### config.mk
export PLATFORM = sky130hd
export DESIGN_NAME = sequential_addsub
export DESIGN_NICKNAME = d
export VERILOG_FILES = /design/src/rtl/sequential_addsub.sv
export SDC_FILE = /design/constraint.sdc
export NUM_CORES = 1
export LEC_CHECK = 0
export CORE_ASPECT_RATIO = 0.6
export CORE_UTILIZATION = 52
export DETAILED_ROUTE_END_ITERATION = 12
export PLACE_DENSITY = 0.77
export SLEW_MARGIN = 20
export SYNTH_ARGS = -nofsm -noshare
export SYNTH_HDL_FRONTEND = slang
export SYNTH_SLANG_ARGS = --single-unit
### constraint.sdc
create_clock -name clk -period 1.8 [get_ports clk]
set_clock_uncertainty 0.2 [all_clocks]
set_input_delay 0.18 -clock clk [delete_from_list [all_inputs] [get_ports clk]]
set_output_delay 0.18 -clock clk [all_outputs]
set_load 0.02 [all_outputs]
### src/rtl/sequential_addsub.sv
// sequential_addsub: iterative WIDTH-bit adder/subtractor using repeated XOR/AND carry
// propagation, one step per clock, finishing as soon as the carry vector is zero.
// Latency: N+1 cycles from accept to out_valid, where N is the number of nonzero-carry steps (0..WIDTH).
// Backpressure: in_ready only in IDLE; the result is held stable in DONE until out_ready.
//
// Ports:
//   clk, rst            clock and synchronous active-high reset (rst overrides everything)
//   in_valid/in_ready   operand handshake; a, b, sub are sampled on the accept edge only
//   out_valid/out_ready result handshake; sum, carry, overflow are valid with out_valid
//   sub                 0: a+b, 1: a-b computed as a + ~b + 1
//   carry               carry-out; in subtract mode 1 means no borrow (a >= b unsigned)
//   overflow            signed two's-complement overflow
// Optional feature macro SEQ_ADDSUB_CYCLES_EN adds output "cycles" holding N+1 for the
// result being presented (valid with out_valid, resets to 0).

module sequential_addsub #(
  parameter int WIDTH = 8
) (
  input  logic             clk,
  input  logic             rst,
  input  logic             in_valid,
  output logic             in_ready,
  input  logic [WIDTH-1:0] a,
  input  logic [WIDTH-1:0] b,
  input  logic             sub,
  output logic             out_valid,
  input  logic             out_ready,
  output logic [WIDTH-1:0] sum,
  output logic             carry,
  output logic             overflow
`ifdef SEQ_ADDSUB_CYCLES_EN
  ,
  output logic [$clog2(WIDTH+2)-1:0] cycles
`endif
);

  typedef enum logic [1:0] {
    IDLE = 2'd0,
    RUN  = 2'd1,
    DONE = 2'd2
  } state_t;

  state_t state, state_nxt;

  logic [WIDTH-1:0] acc;
  logic [WIDTH-1:0] cry;
  logic             cout;
  logic             a_msb;
  logic             b_msb;

  // Effective B operand (inverted for subtract) and the carry terms it produces.
  logic [WIDTH-1:0] be;
  logic [WIDTH-1:0] gen_load;
  logic [WIDTH-1:0] gen_step;

  assign be       = sub ? ~b : b;
  assign gen_load = a & be;
  assign gen_step = acc & cry;

  // State register
  always_ff @(posedge clk) begin
    if (rst) begin
      state <= IDLE;
    end else begin
      state <= state_nxt;
    end
  end

  // Next-state logic
  always_comb begin
    state_nxt = state;
    case (state)
      IDLE: if (in_valid)   state_nxt = RUN;
      RUN:  if (cry == '0)  state_nxt = DONE;
      DONE: if (out_ready)  state_nxt = IDLE;
      default:              state_nxt = IDLE;
    endcase
  end

  // Datapath. The "+1" of subtraction rides in as cry[0] on load, so the
  // same propagation loop handles both modes. Carries shifted out of the
  // top bit are folded into cout rather than kept in cry.
  always_ff @(posedge clk) begin
    if (rst) begin
      acc   <= '0;
      cry   <= '0;
      cout  <= 1'b0;
      a_msb <= 1'b0;
      b_msb <= 1'b0;
    end else begin
      case (state)
        IDLE: begin
          if (in_valid) begin
            acc   <= a ^ be;
            cry   <= {gen_load[WIDTH-2:0], sub};
            cout  <= gen_load[WIDTH-1];
            a_msb <= a[WIDTH-1];
            b_msb <= be[WIDTH-1];
          end
        end
        RUN: begin
          if (cry != '0) begin
            acc  <= acc ^ cry;
            cry  <= {gen_step[WIDTH-2:0], 1'b0};
            cout <= cout | gen_step[WIDTH-1];
          end
        end
        default: ;
      endcase
    end
  end

`ifdef SEQ_ADDSUB_CYCLES_EN
  localparam int CW = $clog2(WIDTH+2);
  logic [CW-1:0] cnt;

  // Starts at 1 on accept (the final RUN->DONE edge) and counts each carry step.
  always_ff @(posedge clk) begin
    if (rst) begin
      cnt <= '0;
    end else begin
      case (state)
        IDLE:    if (in_valid)  cnt <= CW'(1);
        RUN:     if (cry != '0) cnt <= cnt + CW'(1);
        default: ;
      endcase
    end
  end

  assign cycles = cnt;
`endif

  // Outputs are zero outside DONE so nothing partial is ever visible.
  always_comb begin
    in_ready  = (state == IDLE);
    out_valid = 1'b0;
    sum       = '0;
    carry     = 1'b0;
    overflow  = 1'b0;
    if (state == DONE) begin
      out_valid = 1'b1;
      sum       = acc;
      carry     = cout;
      overflow  = (a_msb == b_msb) && (acc[WIDTH-1] != a_msb);
    end
  end

endmodule

==> run summary, run 1 <==
Status = complete, no violations
Synth Area in Compound Gates = 0.258
Synthesized area = 1660 sq um
# H-tree levels = 1
Final hold vios = 0
Leakage power = 0.933 nW
Adder-cell share of the synthesized area = 0.120
N_diodes = 0
Max IR drop VDD = 0.414 mV
Sw Share = 0.358
Setup ws final = 0.0518 ns
Largest area contributor in the netlist = dfxtp_1
Combinational Power Share = 0.394
I/O pin count = 33
Die area = 3440 sq um
Total GRT Usage = 0.305
Final Cell Area = 2200 sq um
CP Data Arrival Time = 1.70 ns
Drt pass-1 iters = 5
Mapped Cells = 186
EDFF count, synth = 0
Clock Path Buffers = 2
Fin Setup TNS = 0 ns
DRC violations left = 0
Core area = 2950 sq um
Synthesized net count = 223
Worst-margin pin slew = 0.468 ns
First-pass GRT wire length = 7600 microns
Nets = 268
Min cycle time layout = 1.75 ns
Power Density = 655 nW/um^2
Reg clk slew, reported paths = 0.08 ns
Area Growth Syn to Fin = 32.6%
Layout cells sized above 1 = 0.257
Vias = 1636
Post-synthesis mux area share = 0
Worst-Skew Late Latency = 0.27 ns
Crit path capture = state[0]$_SDFFE_PP0P_
Asr flop ratio synth = 0
Rows = 15
Worst R2R Path Depth = 3
Largest net degree at the start of global routing = 28
Remaining antenna violation count = 0
Filler instances = 225
Post-DR wirelength/cell = 17.2 microns
Post-Route WL = 4680 microns
Starting DRT DRC Count = 140
Sw power = 0.518 mW
Setup Fix Bufs, Post-CTS = 0
CP max FO = 16
Vert. Die Dim = 45.8 microns
Vias in the first global route = 1549
Placed Area = 2150 sq um
RR Endpoint = state[0]$_SDFFE_PP0P_
Post-synthesis xor/xnor area fraction = 0.0421
Clk sink count = 21
Critical path origin = cry[1]$_SDFFE_PP0P_
Nature of the critical path startpoint = register
# port buffers = 32
Yosys reg bits = 21
Simple-gate area share of the yosys netlist = 0.260
Final period util = 0.971
Worst flop-to-flop path startpoint = cry[1]$_SDFFE_PP0P_
Largest family of logic cells by synthesized area = simple AND/OR/NAND/NOR gates
Gr ovfl total = 0
Post-synth top flop = dfxtp_1
Seq/Total Area, Yosys = 0.253
Dpl ws = -0.244 ns
Initial antenna violation count = 0
RSZ-0062 raised after global routing = false
Worst rel slew slack = 0.687
CTS buffer count = 3
Final setup fails = 0
Sequential share of power = 0.380
Hold Path Class = reg -> reg
Top cell type's share of synthesized area = 0.253
Crit path capture type = register
Largest cells by area after synthesis = dfxtp_1 25%, ha_1 12%, o211ai_2 7.5%, and2_1 5.3%, a31oi_1 4.9%
Clk pwr share = 0.225
Clock Tree Root = clkbuf_8
Max-slew violation count = 0
Dpl hpwl = 3360 microns
Post-Syn Area per Cell = 8.94 sq um
Starting Density = 0.564
Int Power = 0.927 mW
GP Congestion = 0.850
Max Cap Viol = 0
DR vias/cell = 6.01
WS Path Type = reg -> reg
Die width = 75.0 microns
TritonCTS clock tree = built
FMAX = 572 MHz
Hold buffers post-CTS = 0
Yosys warnings = 0
Synth unique cells = 36
Worst endpoint required time = 1.75 ns
R2R setup slack = 0.05 ns
[per-stage QoR]
step / total power, mW / hold slack (ns) / std cells / util
after global routing: 1.52 / 0.327 / 272 / 0.748
final: 1.45 / 0.282 / 272 / 0.748
after floorplan: 0.898 / 0.116 / 186 / -
after CTS: 1.44 / 0.282 / 272 / 0.741
after global placement: 1.09 / 0.262 / 268 / 0.730
after detailed placement: 1.11 / 0.269 / 268 / 0.730
[area by class of cell]
class                      instances  area [sq um]  area share
timing repair buffer              58           507       0.230
clock buffer                       3          41.3      0.0187
inverter                           1          3.75     0.00170
sequential                        21           420       0.191
multi-input combinational        146          1170       0.533
clock inverter                     1          5.00     0.00227
tap                               42          52.6      0.0238
[worst min path at each step]
stage / start / end / slack [ns] / depth (start not counted)
2_1_floorplan: a[7] / a_msb$_SDFFE_PP0P_ / 0.12 / 2
6_report: a_msb$_SDFFE_PP0P_ / a_msb$_SDFFE_PP0P_ / 0.28 / 2
5_1_grt: a_msb$_SDFFE_PP0P_ / a_msb$_SDFFE_PP0P_ / 0.33 / 2
3_3_place_gp: a_msb$_SDFFE_PP0P_ / a_msb$_SDFFE_PP0P_ / 0.26 / 2
4_1_cts: a_msb$_SDFFE_PP0P_ / a_msb$_SDFFE_PP0P_ / 0.28 / 2
3_5_place_dp: a_msb$_SDFFE_PP0P_ / a_msb$_SDFFE_PP0P_ / 0.27 / 2
[logic make-up after synthesis]
| kind of cell | after synthesis |
|---|---|
| AND/OR/NAND/NOR | 67 |
| AO/OA/AOI/OAI | 55 |
| adder cells (fa/ha/maj) | 16 |
| XOR/XNOR | 8 |
| flip-flops | 21 |
| buffers and inverters | 19 |
[state kept, by name, indices dropped and copies added, names as in the netlist]
signal,cells
cout,1
acc,8
state,2
a_msb,1
b_msb,1
cry,8
[power by group through the flow]
stage	clock (mW)	combinational, mW	sequential (mW)
finish	0.326	0.570	0.549
global placement	0	0.535	0.556
detailed placement	0	0.548	0.560
global route	0.353	0.614	0.556
CTS	0.339	0.547	0.549
floorplan	0	0.342	0.556
[worst max-delay path: stages (launching register included)]
cell     delay (ns)
dfxtp_1        0.32
or4_4          0.69
o21ai_0        0.32
a21oi_1        0.11
[synthesized netlist by cell type, drive strengths merged (2+ instances only)]
master and instances:
nor2 7, ha 16, nand2b 6, nand2 9
nand4 8, o211ai 15, clkbuf 8, dfxtp 21
a31oi 13, a21o 6, nor4 2, and2 14
a22oi 5, or4 2, nor4bb 5, xor2 8
nor2b 2, a21oi 7, nand3b 7, a211oi 5
buf 10
[routing by layer]
layer  share of wire  vias to the layer above  track usage
met5               0                        -            0
met4          0.0062                        0       0.0679
met3           0.070                        4       0.0664
met2            0.46                       63        0.492
met1            0.46                      781        0.420
li1                -                      788            -
[what timing repair did]
item	4_1_cts	5_1_grt
pin swaps	0	3
gates cloned	0	0
resized for setup	13	26
endpoints found under the setup margin	12	14
[placed cells by master (no fill, tap or decap), types with 5 or more instances in the layout]
master,Yosys,routed
buf_4,0,22
nand4_1,8,8
a211oi_1,5,5
a22oi_1,5,5
clkdlybuf4s50_1,0,19
nand2_1,9,9
and2_1,14,14
nand3b_1,7,7
clkbuf_2,0,8
a21oi_1,7,7
nor2_1,7,7
o211ai_1,5,5
xor2_1,8,5
ha_1,16,16
a21o_1,6,6
nand2b_1,6,6
o211ai_2,10,10
a31oi_1,13,13
dfxtp_1,21,21
No activity file was read; power rests on OpenSTA's default activity.
==> inputs of run 2 (changes only) <==
==> constraint.sdc (replaced) <==
create_clock -name clk -period 1.65 [get_ports clk]
set_clock_uncertainty 0.2 [all_clocks]
set_input_delay 0.165 -clock clk [delete_from_list [all_inputs] [get_ports clk]]
set_output_delay 0.165 -clock clk [all_outputs]
set_load 0.02 [all_outputs]
==> run 2 against run 1 <==
  * Maximum frequency increased by 0.20%
  * Via count increased by 9.0%
  * Power increased by 18%
  * The flow now finishes with violations (setup timing)
==> run summary, run 2 (synthesis results as in run 1) <==
Status = complete, but fails checks
Violated checks = setup timing
Combinational Power Share = 0.432
Hold_ws = 0.284 ns
Final hold vios = 0
Fin Setup TNS = -0.688 ns
DR vias/cell = 6.32
Remaining antenna violation count = 0
Gr ovfl total = 0
Nature of the critical path startpoint = register
Commonest non-fill, non-tap cell in the layout = buf_4
Worst endpoint required time = 1.60 ns
Vert. Die Dim = 45.8 microns
Power, Total = 1.70 mW
FMAX = 573 MHz
CP Cell Sequence = or4_4, buf_8, o211ai_1, a31oi_1
GP Congestion = 0.901
Post-DR wirelength/cell = 19.5 microns
Leakage power = 0.984 nW
Min cycle time layout = 1.74 ns
Total GRT Usage = 0.352
Starting DRT DRC Count = 146
Area Growth Syn to Fin = 39.1%
Rows = 15
Most frequent cells in the layout = 25 x buf_4, 19 x clkdlybuf4s50_1, 17 x dfxtp_1, 16 x ha_1, 14 x and2_1
Clk sink count = 21
Sequential share of power = 0.356
Slowest cell on the critical path = or4_4
Largest net degree at the start of global routing = 28
Crit path capture type = register
N_diodes = 0
Post-Route WL = 5500 microns
I/O pin count = 33
Filler instances = 197
Hold buffers post-CTS = 0
Max IR drop VDD = 0.430 mV
Sw Share = 0.358
CTS buffer count = 3
DRC violations left = 0
Final setup fails = 15
Core area = 2950 sq um
Layout cells sized above 1 = 0.308
Clock Tree Root = clkbuf_8
Max-slew violation count = 0
Die width = 75.0 microns
Nets = 278
Worst-Skew Late Latency = 0.27 ns
Drt pass-1 iters = 5
Biggest regs = acc x8, cry x8, state x2
# H-tree levels = 1
Starting Density = 0.564
Clock Path Buffers = 2
WS Path Type = reg -> reg
Power Density = 734 nW/um^2
First-pass GRT wire length = 8620 microns
Setup ws final = -0.0946 ns
Worst rel slew slack = 0.746
Reg clk slew, reported paths = 0.08 ns
RSZ-0062 raised after global routing = true
Sw power = 0.608 mW
Max Cap Viol = 0
Vias in the first global route = 1745
Die area = 3440 sq um
CP max FO = 6
Hold Path Class = reg -> reg
Final period util = 1.06
CP Data Arrival Time = 1.70 ns
# port buffers = 32
Initial antenna violation count = 0
TritonCTS clock tree = built
Vias = 1783
Dpl hpwl = 3680 microns
Int Power = 1.09 mW
Worst-margin pin slew = 0.380 ns
Clk pwr share = 0.213
Max incr delay on CP = 0.63 ns
==> run 2: changes by cell type in the layout (fill, tap and decap cells not counted), moves of 2 or more <==
cell and delta:
nor2b_2 -2, buf_4 +3, buf_2 +10, buf_8 +2
dfxtp_2 +4, dfxtp_1 -4, xor2_2 -3, xor2_1 +3
buf_6 +4, nor4bb_2 +2, clkbuf_2 -7
==> run 2: final timing paths <==
kind              depth (start not counted)                   to                 from  slack, ns
setup / recovery                          4  acc[0]$_SDFFE_PP0P_  cry[5]$_SDFFE_PP0P_      -0.09
hold / removal                            2   a_msb$_SDFFE_PP0P_   a_msb$_SDFFE_PP0P_       0.28
setup reg to reg                          4  acc[0]$_SDFFE_PP0P_  cry[5]$_SDFFE_PP0P_      -0.09
hold reg to reg                           2   a_msb$_SDFFE_PP0P_   a_msb$_SDFFE_PP0P_       0.28
==> run 2: worst max-delay path: cells and delay by family, from the launching register on <==
kind | cells | cell delay [ns]
simple gates | 1 | 0.63
flops | 1 | 0.33
compound gates | 2 | 0.29
buf+inv | 1 | 0.18
==> run 2: cell type report <==
cell class / count / area (sq um) / area share
tap: 42 / 52.6 / 0.0227
inverter: 1 / 3.75 / 0.00162
clock buffer: 4 / 45.0 / 0.0195
timing repair buffer: 68 / 616 / 0.266
multi-input combinational: 146 / 1170 / 0.506
sequential: 21 / 425 / 0.184
==> run 2: metal layers <==
metal | vias to the layer above | track usage | share of wire
li1 | 814 | - | -
met1 | 850 | 0.443 | 0.42
met2 | 101 | 0.596 | 0.48
met3 | 18 | 0.0664 | 0.077
met4 | 0 | 0.151 | 0.022
met5 | - | 0 | 0
==> run 2: through the flow <==
| step | utilization | cells | worst slack, ns | instance area (sq um) |
|---|---|---|---|---|
| 4_1_cts | 0.782 | 282 | -0.0845 | 2300 |
| 3_3_place_gp | 0.739 | 275 | -0.323 | 2180 |
| 3_5_place_dp | 0.739 | 275 | -0.371 | 2180 |
| 6_report | 0.785 | 282 | -0.0946 | 2310 |
| 2_1_floorplan | - | 186 | -0.0154 | 1660 |
| 5_1_grt | 0.785 | 282 | -0.122 | 2310 |
==> run 2: what timing repair did <==
action                     in CTS  in global routing
cloned                          1                  0
setup endpoints to repair      29                 22
pin swaps                      10                  8
setup buffers                   2                  0
gates resized for setup        60                 11
==> run 2: power groups by stage <==
| stage | logic [mW] | registers, mW | clock network, mW |
|---|---|---|---|
| floorplan | 0.373 | 0.607 | 0 |
| global placement | 0.602 | 0.605 | 0 |
| detailed placement | 0.620 | 0.607 | 0 |
| CTS | 0.694 | 0.598 | 0.360 |
| global route | 0.776 | 0.612 | 0.376 |
| finish | 0.733 | 0.604 | 0.361 |
